## src/rtl/rf_host_pkg.sv

```systemverilog
// Shared types and constants for the host-to-register-file command bridge.
// Covers the FSM state encoding, protocol bytes and the TPU control register map.
package rf_host_pkg;

  typedef enum logic [2:0] {
    IDLE     = 3'd0,
    GET_ADDR = 3'd1,
    GET_DATA = 3'd2,
    WAIT_RDY = 3'd3,
    WRITE    = 3'd4,
    READ     = 3'd5,
    SEND     = 3'd6
  } state_t;

  localparam logic [7:0] CMD_WR   = 8'h57;
  localparam logic [7:0] CMD_RD   = 8'h52;
  localparam logic [7:0] RESP_ACK = 8'h4B;
  localparam logic [7:0] RESP_NAK = 8'h45;

  // TPU control block register addresses
  localparam logic [7:0] RF_CTRL   = 8'h20;
  localparam logic [7:0] RF_STATUS = 8'h21;
  localparam logic [7:0] RF_SRC    = 8'h22;
  localparam logic [7:0] RF_DST    = 8'h23;
  localparam logic [7:0] RF_LEN    = 8'h24;

  function automatic logic is_opcode(input logic [7:0] b, input logic [7:0] op_wr,
                                     input logic [7:0] op_rd);
    return (b == op_wr) || (b == op_rd);
  endfunction

endpackage

```

## src/rtl/rf_host_timeout.sv

```systemverilog
// Inter-byte timeout counter: clears on demand, counts while enabled and
// flags expiry on its last count.
module rf_host_timeout
  import rf_host_pkg::*;
#(
  parameter int TIMEOUT_CYCLES = 1000
) (
  input  logic clk,
  input  logic rst,
  input  logic clr,
  input  logic en,
  output logic expire
);

  localparam int CW = $clog2(TIMEOUT_CYCLES);
  localparam logic [CW-1:0] LAST = CW'(TIMEOUT_CYCLES - 1);

  logic [CW-1:0] count;

  assign expire = en && (count == LAST);

  always_ff @(posedge clk or posedge rst) begin
    if (rst) begin
      count <= '0;
    end else if (clr) begin
      count <= '0;
    end else if (en && (count != LAST)) begin
      count <= count + CW'(1);
    end
  end

endmodule

```

## src/rtl/rf_host_bridge.sv

```systemverilog
// Byte-stream command decoder that drives single register-file accesses and
// returns one response byte per command.
module rf_host_bridge
  import rf_host_pkg::*;
#(
  parameter int         REG_DEPTH      = 64,
  parameter int         TIMEOUT_CYCLES = 1000,
  parameter logic [7:0] OP_WR          = CMD_WR,
  parameter logic [7:0] OP_RD          = CMD_RD,
  parameter logic [7:0] RSP_ACK        = RESP_ACK,
  parameter logic [7:0] RSP_NAK        = RESP_NAK
) (
  input  logic       SYS_CLK,
  input  logic       RST,
  input  logic       rx_valid,
  input  logic [7:0] rx_data,
  output logic       tx_valid,
  output logic [7:0] tx_data,
  input  logic       tx_ready,
  input  logic       ready_rf,
  input  logic [7:0] data_out,
  output logic       we_rf,
  output logic [7:0] addr_rf,
  output logic [7:0] data_rf,
  output logic       busy,
  output logic       rx_overrun
);

  localparam logic [8:0] DEPTH = 9'(REG_DEPTH);

  state_t state;
  logic   is_wr;
  logic   expire;
  logic   tmo_clr;
  logic   tmo_en;
  logic   addr_bad;
  logic   drop_state;

  assign tmo_en     = (state == GET_ADDR) || (state == GET_DATA);
  assign tmo_clr    = (state == IDLE) || rx_valid;
  assign addr_bad   = {1'b0, rx_data} >= DEPTH;
  assign drop_state = (state == WAIT_RDY) || (state == WRITE) ||
                      (state == READ) || (state == SEND);

  rf_host_timeout #(
    .TIMEOUT_CYCLES(TIMEOUT_CYCLES)
  ) u_timeout (
    .clk   (SYS_CLK),
    .rst   (RST),
    .clr   (tmo_clr),
    .en    (tmo_en),
    .expire(expire)
  );

  always_ff @(posedge SYS_CLK or posedge RST) begin
    if (RST) begin
      state      <= IDLE;
      is_wr      <= 1'b0;
      we_rf      <= 1'b0;
      addr_rf    <= '0;
      data_rf    <= '0;
      tx_valid   <= 1'b0;
      tx_data    <= '0;
      busy       <= 1'b0;
      rx_overrun <= 1'b0;
    end else begin
      we_rf      <= 1'b0;
      rx_overrun <= rx_valid && drop_state;
      case (state)
        IDLE: begin
          if (rx_valid) begin
            busy <= 1'b1;
            if (is_opcode(rx_data, OP_WR, OP_RD)) begin
              is_wr <= (rx_data == OP_WR);
              state <= GET_ADDR;
            end else begin
              tx_data  <= RSP_NAK;
              tx_valid <= 1'b1;
              state    <= SEND;
            end
          end
        end
        GET_ADDR: begin
          // An arriving byte wins over a simultaneous expiry
          if (rx_valid) begin
            addr_rf <= rx_data;
            if (addr_bad) begin
              tx_data  <= RSP_NAK;
              tx_valid <= 1'b1;
              state    <= SEND;
            end else begin
              state <= is_wr ? GET_DATA : WAIT_RDY;
            end
          end else if (expire) begin
            busy  <= 1'b0;
            state <= IDLE;
          end
        end
        GET_DATA: begin
          if (rx_valid) begin
            data_rf <= rx_data;
            state   <= WAIT_RDY;
          end else if (expire) begin
            busy  <= 1'b0;
            state <= IDLE;
          end
        end
        WAIT_RDY: begin
          if (ready_rf) begin
            if (is_wr) begin
              we_rf <= 1'b1;
              state <= WRITE;
            end else begin
              state <= READ;
            end
          end
        end
        WRITE: begin
          tx_data  <= RSP_ACK;
          tx_valid <= 1'b1;
          state    <= SEND;
        end
        READ: begin
          // addr_rf has been held since WAIT_RDY, so data_out is settled here
          tx_data  <= data_out;
          tx_valid <= 1'b1;
          state    <= SEND;
        end
        SEND: begin
          if (tx_ready) begin
            tx_valid <= 1'b0;
            busy     <= 1'b0;
            state    <= IDLE;
          end
        end
        default: begin
          tx_valid <= 1'b0;
          busy     <= 1'b0;
          state    <= IDLE;
        end
      endcase
    end
  end

endmodule

```

## config.mk

```make
export PLATFORM = sky130hd
export DESIGN_NAME = rf_host_bridge
export DESIGN_NICKNAME = d
export VERILOG_FILES = /design/src/rtl/rf_host_pkg.sv /design/src/rtl/rf_host_timeout.sv /design/src/rtl/rf_host_bridge.sv
export SDC_FILE = /design/constraint.sdc
export NUM_CORES = 1
export LEC_CHECK = 0
export BUFFER_PORTS_ARGS = -buffer_cell sky130_fd_sc_hd__buf_2
export CORE_MARGIN = 2
export CORE_UTILIZATION = 38
export CTS_CLUSTER_SIZE = 25
export DETAILED_ROUTE_END_ITERATION = 12
export PLACE_DENSITY_LB_ADDON = 0.3
export SLEW_MARGIN = 20
export SYNTH_ARGS = -nofsm -noshare
export SYNTH_HDL_FRONTEND = slang
export SYNTH_SLANG_ARGS = --single-unit
```

## constraint.sdc

```tcl
create_clock -name SYS_CLK -period 2.42 [get_ports SYS_CLK]
set_input_delay 0.121 -clock SYS_CLK [delete_from_list [all_inputs] [get_ports SYS_CLK]]
set_output_delay 0.121 -clock SYS_CLK [all_outputs]
set_load 0.005 [all_outputs]
```

==> results of run 1 <==
## cells by family after synthesis
group	share of synthesized area, %
buf+inv	3.79
compound gates	13.4
mux	8.67
fa+ha+maj	0.602
simple gates	19.2
xor+xnor	3.74
flops	50.6
## repair_timing
| item | 4_1_cts | 5_1_grt |
|---|---|---|
| hold buffers | 1 | 0 |
| setup endpoints to repair | 0 | 0 |
| hold endpoints to repair | 42 | 0 |
| setup buffers | 0 | 0 |
## layout make-up
class	count	share of cell area, %
flip-flops and latches	42	42.5
multi-input cells	135	38.3
repair buffers	54	11.6
well taps	70	3.54
clock buffers	5	2.78
inverters	5	0.759
clock inverters	2	0.405
## power by group
part	total (mW)	internal, mW	switching, mW
clock network	0.424	0.194	0.230
registers	1.16	0.946	0.212
logic	0.987	0.527	0.460
total	2.57	1.67	0.902
## cell usage in the layout, fill, tap and decap left out, types with 2 or more instances in the layout
master / synthesis / routed
sky130_fd_sc_hd__buf_4: 3 / 5
sky130_fd_sc_hd__clkinv_2: 0 / 2
sky130_fd_sc_hd__nor3_1: 2 / 2
sky130_fd_sc_hd__a22o_1: 3 / 3
sky130_fd_sc_hd__nand4_1: 7 / 7
sky130_fd_sc_hd__a21o_1: 2 / 2
sky130_fd_sc_hd__dfrtp_1: 42 / 42
sky130_fd_sc_hd__clkbuf_8: 0 / 5
sky130_fd_sc_hd__a21oi_1: 12 / 12
sky130_fd_sc_hd__buf_2: 5 / 48
sky130_fd_sc_hd__inv_1: 5 / 5
sky130_fd_sc_hd__or4_1: 3 / 3
sky130_fd_sc_hd__nand2b_1: 5 / 5
sky130_fd_sc_hd__nor4bb_1: 2 / 2
sky130_fd_sc_hd__nand3_1: 7 / 7
sky130_fd_sc_hd__xor2_1: 4 / 4
sky130_fd_sc_hd__nand2_1: 9 / 9
sky130_fd_sc_hd__nor2b_1: 5 / 5
sky130_fd_sc_hd__o21ai_0: 10 / 10
sky130_fd_sc_hd__nor2_1: 12 / 12
sky130_fd_sc_hd__and3_2: 2 / 2
sky130_fd_sc_hd__nor3_2: 2 / 2
sky130_fd_sc_hd__nor3b_1: 2 / 2
sky130_fd_sc_hd__mux2_2: 16 / 16
sky130_fd_sc_hd__o2bb2ai_1: 2 / 2
sky130_fd_sc_hd__a211oi_1: 2 / 2
sky130_fd_sc_hd__xnor2_1: 3 / 3
sky130_fd_sc_hd__o31ai_1: 3 / 3
sky130_fd_sc_hd__nand3b_1: 2 / 2
## how the worst max path moves through the flow
| stage | startpoint | to | slack (ns) | cells after the start |
|---|---|---|---|---|
| floorplan | u_timeout.count[3]$_DFFE_PP0P_ | busy$_DFFE_PP0P_ | 0.72 | 5 |
| global route | state[1]$_DFFE_PP0P_ | tx_data[3]$_DFFE_PP0P_ | 0.19 | 4 |
| detailed placement | state[1]$_DFFE_PP0P_ | tx_data[5]$_DFFE_PP0P_ | 0.46 | 4 |
| finish | state[1]$_DFFE_PP0P_ | tx_data[4]$_DFFE_PP0P_ | 0.40 | 4 |
| global placement | state[1]$_DFFE_PP0P_ | tx_data[7]$_DFFE_PP0P_ | 0.51 | 4 |
| CTS | state[1]$_DFFE_PP0P_ | tx_data[3]$_DFFE_PP0P_ | 0.43 | 4 |
## metrics by stage
| stage | instance area [um2] | total power, mW | hold slack [ns] | util [%] | std cells |
|---|---|---|---|---|---|
| after floorplan | 2080 | 1.82 | 0.241 | - | 192 |
| after global placement | 2380 | 2.15 | 0.282 | 45.8 | 305 |
| after detailed placement | 2380 | 2.17 | 0.290 | 45.8 | 305 |
| after CTS | 2470 | 2.60 | 0.0425 | 47.5 | 313 |
| after global routing | 2470 | 2.75 | 0.0399 | 47.5 | 313 |
| final | 2470 | 2.57 | 0.0469 | 47.5 | 313 |
## flip-flops by register name (all words and copies together) (netlist names)
name	count
tx_data	8
busy	1
state	3
data_rf	8
u_timeout.count	10
addr_rf	8
we_rf	1
is_wr	1
rx_overrun	1
tx_valid	1
## layer usage
metal	part of all wire (%)	up-vias
met2	47	43
met1	46	769
met3	5.9	6
met4	1.2	0
met5	0	-
li1	-	798
## cell usage after synthesis (3+ instances only)
| library cell | instances |
|---|---|
| sky130_fd_sc_hd__a21oi_1 | 12 |
| sky130_fd_sc_hd__a22o_1 | 3 |
| sky130_fd_sc_hd__buf_2 | 5 |
| sky130_fd_sc_hd__buf_4 | 3 |
| sky130_fd_sc_hd__dfrtp_1 | 42 |
| sky130_fd_sc_hd__inv_1 | 5 |
| sky130_fd_sc_hd__mux2_2 | 16 |
| sky130_fd_sc_hd__nand2_1 | 9 |
| sky130_fd_sc_hd__nand2b_1 | 5 |
| sky130_fd_sc_hd__nand3_1 | 7 |
| sky130_fd_sc_hd__nand4_1 | 7 |
| sky130_fd_sc_hd__nor2_1 | 12 |
| sky130_fd_sc_hd__nor2b_1 | 5 |
| sky130_fd_sc_hd__o21ai_0 | 10 |
| sky130_fd_sc_hd__o31ai_1 | 3 |
| sky130_fd_sc_hd__or4_1 | 3 |
| sky130_fd_sc_hd__xnor2_1 | 3 |
| sky130_fd_sc_hd__xor2_1 | 4 |
==> results.yml, run 1 <==
status:
  run_status: "complete, no violations"
cts:
  htree_levels: 2
  worst_setup_hold_path_clk_slew_ns: 0.08
  cts.sink_count: 42
  number_of_gates_given_a_new_drive_strength_after_cts: 0
  cts_tree: "done"
  cts-root-buf: "sky130_fd_sc_hd__clkbuf_8"
  clock_insertion_delay_worst_skew_ns: 0.29
  maximum_count_of_clock_buffers_along_a_single_path: 2
  tritoncts.num_buffers: 5
grt:
  number_of_antenna_violations_at_the_first_check_in_global_routing: 0
  grt_start_max_net_pins: 43
  gr-usage-met1_pct: 20.9
  grt_pass1_vias: 1543
  gr-total-overflow: 0
  grt_use_met3_pct: 3.95
  grt_usage_pct: 15.0
  grt_most_used_layer: "met2"
  grt_first_pass_wirelength_mm: 7.27
  grt_util_met2_pct: 22.8
floorplanning:
  pin_count: 49
  initial_core_util_pct: 39.9
  placementRows: 26
  placeableCoreArea_um2: 5200
  die_w_um: 77.9
  die_y_um: 77.9
  floorplan.die_area_um2: 6070
cells_and_area:
  seqCellArea_um2: 1050
  areaGrowthSynthToFinish_pct: 19.0
  num-fill-cells: 499
  multi_input_gate_area_um2: 947
  final_nets: 265
  proportion_of_layout_cells_with_a_drive_suffix_above_1_pct: 35.8
  antennaDiodeCount: 0
detailed_routing:
  drc_errors: 0
  drt-wirelength-per-cell_um: 13.8
  num_vias: 1616
  routed_via_density: 5.16
  post_detailed_route_count_of_antenna_violating_nets: 0
  dr.first_iter.drc_count: 70
  number_of_search_and_repair_iterations_in_the_first_detailed_routing_pass: 4
  routed_wl_mm: 4.33
yosys:
  yosysTopAreaCellShare_pct: 50.6
  syn-mean-instance-area_um2: 10.8
  synth_enable_flop_cells: 0
  synth-warning-count: 0
  ys_ff_latch: 42
  post_synth_main_area_contributors: "sky130_fd_sc_hd__dfrtp_1, sky130_fd_sc_hd__mux2_2, sky130_fd_sc_hd__a21oi_1"
  synth_cell_types: 47
  post_synth_inst_count: 192
  mappedNetlistArea_um2: 2080
  synth_nets: 214
  netlist.top_cell.by_area: "sky130_fd_sc_hd__dfrtp_1"
  asyncSetResetFlopFracSynth_pct: 100
  yosysSeqAreaShare_pct: 50.6
  synth_top_flop_cell: "sky130_fd_sc_hd__dfrtp_1"
sta:
  report.final.hold_viol_count: 0
  final.min_clock_period_ns: 2.02
  timing.clock.skew_ns: 0.00813
  setup_tns_ns: 0
  timing.final.setup_violations: 0
  worst_pin_slew_ns: 0.847
  finalWorstSetupSlack_ns: 0.401
  timing.fmax_ghz: 0.495
  layout_worst_path_cycle_share_pct: 83.4
  timing.slew.headroom_pct: 43.0
  drv_slew: 0
  grt_setup_unrepaired: "false"
placement:
  place_worst_setup_slack_ns: 0.462
  numPortBuffers: 48
  globalplace.congestion: 0.800
  detailed_place_hpwl_mm: 3.09
setup_path:
  timing.critical_path.max_delay_family: "simple AND/OR/NAND/NOR gates"
  worst-setup-path-type: "flop to flop"
  crit-reg2reg-launch: "state[1]$_DFFE_PP0P_"
  timing.critical_path.arrival_ns: 2.25
  critical-path-slowest-cell: "sky130_fd_sc_hd__dfrtp_1"
  critPathMaxFanout: 22
  timing.reg2reg.setup_slack_ns: 0.40
  cp.required_ns: 2.65
  worst_setup_path_start_kind: "flop"
  worst-r2r-cell-count: 4
  max_stage_delay_ns: 0.62
  critPathBufInv: 0
  timing.critical_path.cells: "nor3_1 > nand4_1 > nand2_1 > a22o_1"
  timing.critical_path.to_type: "flop"
  reg2reg_to: "tx_data[4]$_DFFE_PP0P_"
power:
  powerDensity_nw_per_um2: 1040
  cellLeakagePower_nw: 1.12
  peakVddDrop_uv: 503
job:
  max_cap_violations: 0
min_path:
  timing.hold.worst_endpoint: "tx_data[7]$_DFFE_PP0P_"
  worst_hold_path.num_cells: 2
  hold_path_class: "input pin to flop"
  min-delay-start: "data_out[7]"
Power figures use the tool's default switching activity.
==> run 2: changes to the inputs <==
==> constraint.sdc (replaced) <==
create_clock -name SYS_CLK -period 1.99 [get_ports SYS_CLK]
set_input_delay 0.0995 -clock SYS_CLK [delete_from_list [all_inputs] [get_ports SYS_CLK]]
set_output_delay 0.0995 -clock SYS_CLK [all_outputs]
set_load 0.005 [all_outputs]
==> results.yml, run 2 (synthesized netlist as in run 1, its figures left out) <==
floorplanning:
  pin_count: 49
  placeableCoreArea_um2: 5200
  die_y_um: 77.9
  floorplan.die_area_um2: 6070
  placementRows: 26
  die_w_um: 77.9
  initial_core_util_pct: 39.9
setup_path:
  worst_setup_path_start_kind: "flop"
  timing.critical_path.to_type: "flop"
  timing.critical_path.cells: "nand2b_1 > or4_1 > a32o_1 > a21o_1"
  crit-reg2reg-launch: "u_timeout.count[3]$_DFFE_PP0P_"
  max_stage_delay_ns: 0.64
  timing.critical_path.to: "busy$_DFFE_PP0P_"
  critPathMaxFanout: 8
  timing.reg2reg.setup_slack_ns: 0.16
  timing.critical_path.arrival_ns: 2.01
  reg2reg_to: "busy$_DFFE_PP0P_"
  worst-setup-path-type: "flop to flop"
  cp.required_ns: 2.17
  worst-r2r-cell-count: 4
  critical-path-slowest-cell: "sky130_fd_sc_hd__or4_1"
  setup.worst_path.start: "u_timeout.count[3]$_DFFE_PP0P_"
sta:
  grt_setup_unrepaired: "false"
  timing.clock.skew_ns: 0.0101
  layout_worst_path_cycle_share_pct: 91.8
  worst_pin_slew_ns: 0.521
  drv_slew: 0
  report.final.hold_viol_count: 0
  final.min_clock_period_ns: 1.83
  timing.final.setup_violations: 0
  timing.fmax_ghz: 0.548
  timing.slew.headroom_pct: 65.3
  setup_tns_ns: 0
  worst_hold_slack_ns: 0.0295
power:
  p_seq_share_pct: 42.3
  peakVddDrop_uv: 652
  p_switching_mw: 1.13
  cellInternalPower_mw: 2.08
  cellLeakagePower_nw: 1.14
  netSwitchingFraction_pct: 35.2
  share_of_total_power_in_combinational_logic_pct: 40.7
  powerDensity_nw_per_um2: 1280
  p_clk_share_pct: 17.0
grt:
  grt_first_pass_wirelength_mm: 7.47
  grt_start_max_net_pins: 43
  gr-total-overflow: 0
  grt_pass1_vias: 1642
  grt_usage_pct: 15.3
  number_of_antenna_violations_at_the_first_check_in_global_routing: 0
cells_and_area:
  final_common_cell: "sky130_fd_sc_hd__buf_2"
  reg_with_most_ffs: "u_timeout.count"
  areaGrowthSynthToFinish_pct: 20.8
  antennaDiodeCount: 0
  final_cell_mix: "sky130_fd_sc_hd__buf_2, sky130_fd_sc_hd__dfrtp_1, sky130_fd_sc_hd__mux2_2"
  stdcell_area_um2: 2510
  proportion_of_layout_cells_with_a_drive_suffix_above_1_pct: 36.7
  largest_register_ff_count: 10
  post-route-util_pct: 48.2
  final_nets: 269
cts:
  maximum_count_of_clock_buffers_along_a_single_path: 2
  htree_levels: 2
  clock_insertion_delay_worst_skew_ns: 0.30
  number_of_gates_given_a_new_drive_strength_after_cts: 0
  hold_buffers: 1
  tritoncts.num_buffers: 5
  cts.repair_timing.setup_buffer_count: 0
  cts_tree: "done"
  cts.sink_count: 42
  worst_setup_hold_path_clk_slew_ns: 0.08
  cts-root-buf: "sky130_fd_sc_hd__clkbuf_8"
placement:
  dp_area_um2: 2410
  detailed_place_hpwl_mm: 3.18
  numPortBuffers: 48
  globalplace.congestion: 0.832
detailed_routing:
  drc_errors: 0
  post_detailed_route_count_of_antenna_violating_nets: 0
  num_vias: 1621
  number_of_search_and_repair_iterations_in_the_first_detailed_routing_pass: 4
  routed_wl_mm: 4.34
  dr.first_iter.drc_count: 89
  routed_via_density: 5.10
  drt-wirelength-per-cell_um: 13.7
status:
  run_status: "complete, no violations"
job:
  max_cap_violations: 0
min_path:
  hold_path_class: "input pin to flop"
-- run 2: changes by cell type in the layout (fill, tap and decap cells not counted) --
| cell | previous run | this run |
|---|---|---|
| sky130_fd_sc_hd__clkinv_4 | 0 | 1 |
| sky130_fd_sc_hd__clkinv_2 | 2 | 1 |
| sky130_fd_sc_hd__buf_4 | 5 | 9 |
| sky130_fd_sc_hd__clkbuf_1 | 0 | 1 |
-- run 2: area by class of cell --
cell class                      instances  area [um2]
Fill cell                             517        2700
Sequential cell                        42        1050
Multi-Input combinational cell        135         947
Timing Repair Buffer                   58         318
Tap cell                               70        87.6
Clock buffer                            6        72.6
Inverter                                5        18.8
Clock inverter                          2        13.8
-- run 2: per-layer routing --
metal	routed length (um)	GRT usage, %	share of wire (%)
met2	2000	24.9	46
met5	0	0	0
met4	59	5.79	1.4
met3	202	4.07	4.7
met1	2080	19.6	48
-- run 2: worst min-delay path by stage --
stage / startpoint / to / slack [ns] / depth (start not counted)
after detailed placement: RST / u_timeout.count[6]$_DFFE_PP0P_ / 0.27 / 3
after global placement: RST / rx_overrun$_DFF_PP0_ / 0.26 / 3
final: data_out[0] / tx_data[0]$_DFFE_PP0P_ / 0.03 / 3
after floorplan: ready_rf / we_rf$_DFF_PP0_ / 0.22 / 2
after global routing: data_out[5] / tx_data[5]$_DFFE_PP0P_ / 0.02 / 2
after CTS: data_out[0] / tx_data[0]$_DFFE_PP0P_ / 0.03 / 3
-- run 2: power groups by stage --
stage,clock [mW],combinational (mW),sequential (mW)
floorplan,0,0.863,1.35
global route,0.594,1.46,1.41
CTS,0.559,1.33,1.36
global placement,0,1.30,1.37
detailed placement,0,1.32,1.38
finish,0.545,1.31,1.36
-- run 2: metrics by stage --
step / std cells / total power [mW] / setup WS [ns]
2_1_floorplan: 192 / 2.21 / 0.286
3_3_place_gp: 309 / 2.67 / 0.210
3_5_place_dp: 309 / 2.70 / 0.176
4_1_cts: 318 / 3.25 / 0.154
5_1_grt: 318 / 3.46 / 0.0583
6_report: 318 / 3.22 / 0.164
-- run 2: worst max-delay path, delay by kind of cell (launching register included) --
| family | cells | cell delay, ns |
|---|---|---|
| AND/OR/NAND/NOR | 2 | 0.82 |
| AO/OA/AOI/OAI | 2 | 0.46 |
| flip-flops | 1 | 0.44 |
==> run 3: changes to the inputs <==
--- a/config.mk
+++ b/config.mk
@@ -6,6 +6,8 @@
 export NUM_CORES = 1
 export LEC_CHECK = 0
 export BUFFER_PORTS_ARGS = -buffer_cell sky130_fd_sc_hd__buf_2
+export CAP_MARGIN = 0
+export CORE_ASPECT_RATIO = 1.75
 export CORE_MARGIN = 2
 export CORE_UTILIZATION = 38
 export CTS_CLUSTER_SIZE = 25
==> results.yml, run 3 (synthesized netlist as in run 1, its figures left out) <==
status:
  run_status: "complete, no violations"
floorplanning:
  floorplan.die_area_um2: 6100
  initial_core_util_pct: 39.5
  placementRows: 35
  placeableCoreArea_um2: 5260
  pin_count: 49
  die_y_um: 102
  die_w_um: 59.9
sta:
  finalWorstSetupSlack_ns: 0.159
  worst_hold_slack_ns: 0.0307
  worst_pin_slew_ns: 0.553
  report.final.hold_viol_count: 0
  timing.final.setup_violations: 0
  layout_worst_path_cycle_share_pct: 92.0
  final.min_clock_period_ns: 1.83
  setup_tns_ns: 0
  drv_slew: 0
  grt_setup_unrepaired: "false"
  timing.fmax_ghz: 0.546
  timing.clock.skew_ns: 0.00539
  timing.slew.headroom_pct: 63.1
setup_path:
  critical-path-slowest-cell: "sky130_fd_sc_hd__or4_1"
  worst_setup_path_start_kind: "flop"
  critPathMaxFanout: 8
  worst-r2r-cell-count: 4
  timing.critical_path.max_delay_family: "simple AND/OR/NAND/NOR gates"
  timing.critical_path.arrival_ns: 2.02
  cp.required_ns: 2.18
  worst-path-stages: 4
  timing.critical_path.to_type: "flop"
  max_stage_delay_ns: 0.65
  timing.critical_path.cells: "nand2b_1 > or4_1 > a32o_1 > a21o_1"
  worst-setup-path-type: "flop to flop"
  critPathBufInv: 0
placement:
  globalplace.congestion: 0.798
  dp_area_um2: 2410
  numPortBuffers: 48
  place_worst_setup_slack_ns: 0.171
  detailed_place_hpwl_mm: 3.50
detailed_routing:
  routed_wl_mm: 4.68
  number_of_search_and_repair_iterations_in_the_first_detailed_routing_pass: 7
  dr.first_iter.drc_count: 55
  routed_via_density: 5.46
  drt-wirelength-per-cell_um: 15.4
  num_vias: 1660
  post_detailed_route_count_of_antenna_violating_nets: 0
  drc_errors: 0
cells_and_area:
  seqCellArea_um2: 1050
  num-fill-cells: 515
  reg_with_most_ffs: "u_timeout.count"
  antennaDiodeCount: 0
  final_common_cell: "sky130_fd_sc_hd__buf_2"
  proportion_of_layout_cells_with_a_drive_suffix_above_1_pct: 36.9
  post-route-util_pct: 47.6
  areaGrowthSynthToFinish_pct: 20.4
  stdcell_area_um2: 2500
  final_cell_mix: "sky130_fd_sc_hd__buf_2, sky130_fd_sc_hd__dfrtp_1, sky130_fd_sc_hd__mux2_2"
  final_nets: 271
  largest_register_ff_count: 10
  multi_input_gate_area_um2: 952
power:
  powerDensity_nw_per_um2: 1290
  p_switching_mw: 1.13
  p_clk_share_pct: 15.9
  p_seq_share_pct: 43.1
  netSwitchingFraction_pct: 35.1
  cellLeakagePower_nw: 1.15
  peakVddDrop_uv: 591
  cellInternalPower_mw: 2.10
  share_of_total_power_in_combinational_logic_pct: 41.0
min_path:
  hold_path_class: "input pin to flop"
  worst_hold_path.num_cells: 2
cts:
  maximum_count_of_clock_buffers_along_a_single_path: 2
  cts_tree: "done"
  htree_levels: 2
  cts.sink_count: 42
  cts.repair_timing.setup_buffer_count: 0
  worst_setup_hold_path_clk_slew_ns: 0.08
  cts-root-buf: "sky130_fd_sc_hd__clkbuf_8"
  clock_insertion_delay_worst_skew_ns: 0.29
  tritoncts.num_buffers: 5
job:
  max_cap_violations: 0
grt:
  grt_first_pass_wirelength_mm: 7.96
  gr-total-overflow: 0
  grt_usage_pct: 17.2
  grt_pass1_vias: 1792
  number_of_antenna_violations_at_the_first_check_in_global_routing: 0
  grt_start_max_net_pins: 43
run 3: cell count changes in the layout (fill, tap and decap cells not counted):
cell / delta
sky130_fd_sc_hd__buf_4: +2
sky130_fd_sc_hd__clkbuf_1: +1
sky130_fd_sc_hd__clkinv_2: -1
sky130_fd_sc_hd__clkinv_4: -1
sky130_fd_sc_hd__nor3_1: -1
sky130_fd_sc_hd__nor3_2: +1
run 3: stage by stage:
stage / cells / power (mW)
6_report: 304 / 3.23
5_1_grt: 304 / 3.47
4_1_cts: 304 / 3.27
3_5_place_dp: 296 / 2.74
3_3_place_gp: 296 / 2.72
2_1_floorplan: 192 / 2.21
run 3: worst reg2reg max path, cell delays in order (launching register included):
cell	delay (ns)
sky130_fd_sc_hd__dfrtp_1	0.44
sky130_fd_sc_hd__nand2b_1	0.18
sky130_fd_sc_hd__or4_1	0.65
sky130_fd_sc_hd__a32o_1	0.31
sky130_fd_sc_hd__a21o_1	0.14
run 3: repair_timing:
item	CTS	global route
gates resized for setup	0	1
hold buffers	1	0
endpoints found under the hold margin	42	0
endpoints found under the setup margin	0	2
run 3: area by class of cell:
| class | count | share of cell area, % |
|---|---|---|
| Clock buffer | 7 | 3.05 |
| Inverter | 5 | 0.751 |
| Multi-Input combinational cell | 135 | 38.1 |
| Sequential cell | 42 | 42.0 |
| Tap cell | 55 | 2.75 |
| Timing Repair Buffer | 60 | 13.3 |
run 3: worst paths after layout:
path	slack, ns	end	startpoint
worst min-delay path	0.03	tx_data[4]$_DFFE_PP0P_	data_out[4]
worst min register to register	0.49	tx_data[3]$_DFFE_PP0P_	tx_data[3]$_DFFE_PP0P_
worst max-delay path	0.16	busy$_DFFE_PP0P_	u_timeout.count[3]$_DFFE_PP0P_
max in group asynchronous	1.14	state[1]$_DFFE_PP0P_	RST
worst max register to register	0.16	busy$_DFFE_PP0P_	u_timeout.count[3]$_DFFE_PP0P_
min in group asynchronous	0.47	we_rf$_DFF_PP0_	RST
run 3: power by group through the flow:
stage / clock (mW) / sequential (mW) / combinational (mW)
6_report: 0.515 / 1.39 / 1.33
5_1_grt: 0.562 / 1.44 / 1.47
4_1_cts: 0.532 / 1.39 / 1.34
3_5_place_dp: 0 / 1.40 / 1.34
3_3_place_gp: 0 / 1.40 / 1.32
2_1_floorplan: 0 / 1.35 / 0.863
run 3: metal layers:
metal	wire length, um	global-route usage, %
met3	150	1.92
met5	0	0
met1	1740	18.0
met2	2690	32.4
met4	94	8.03
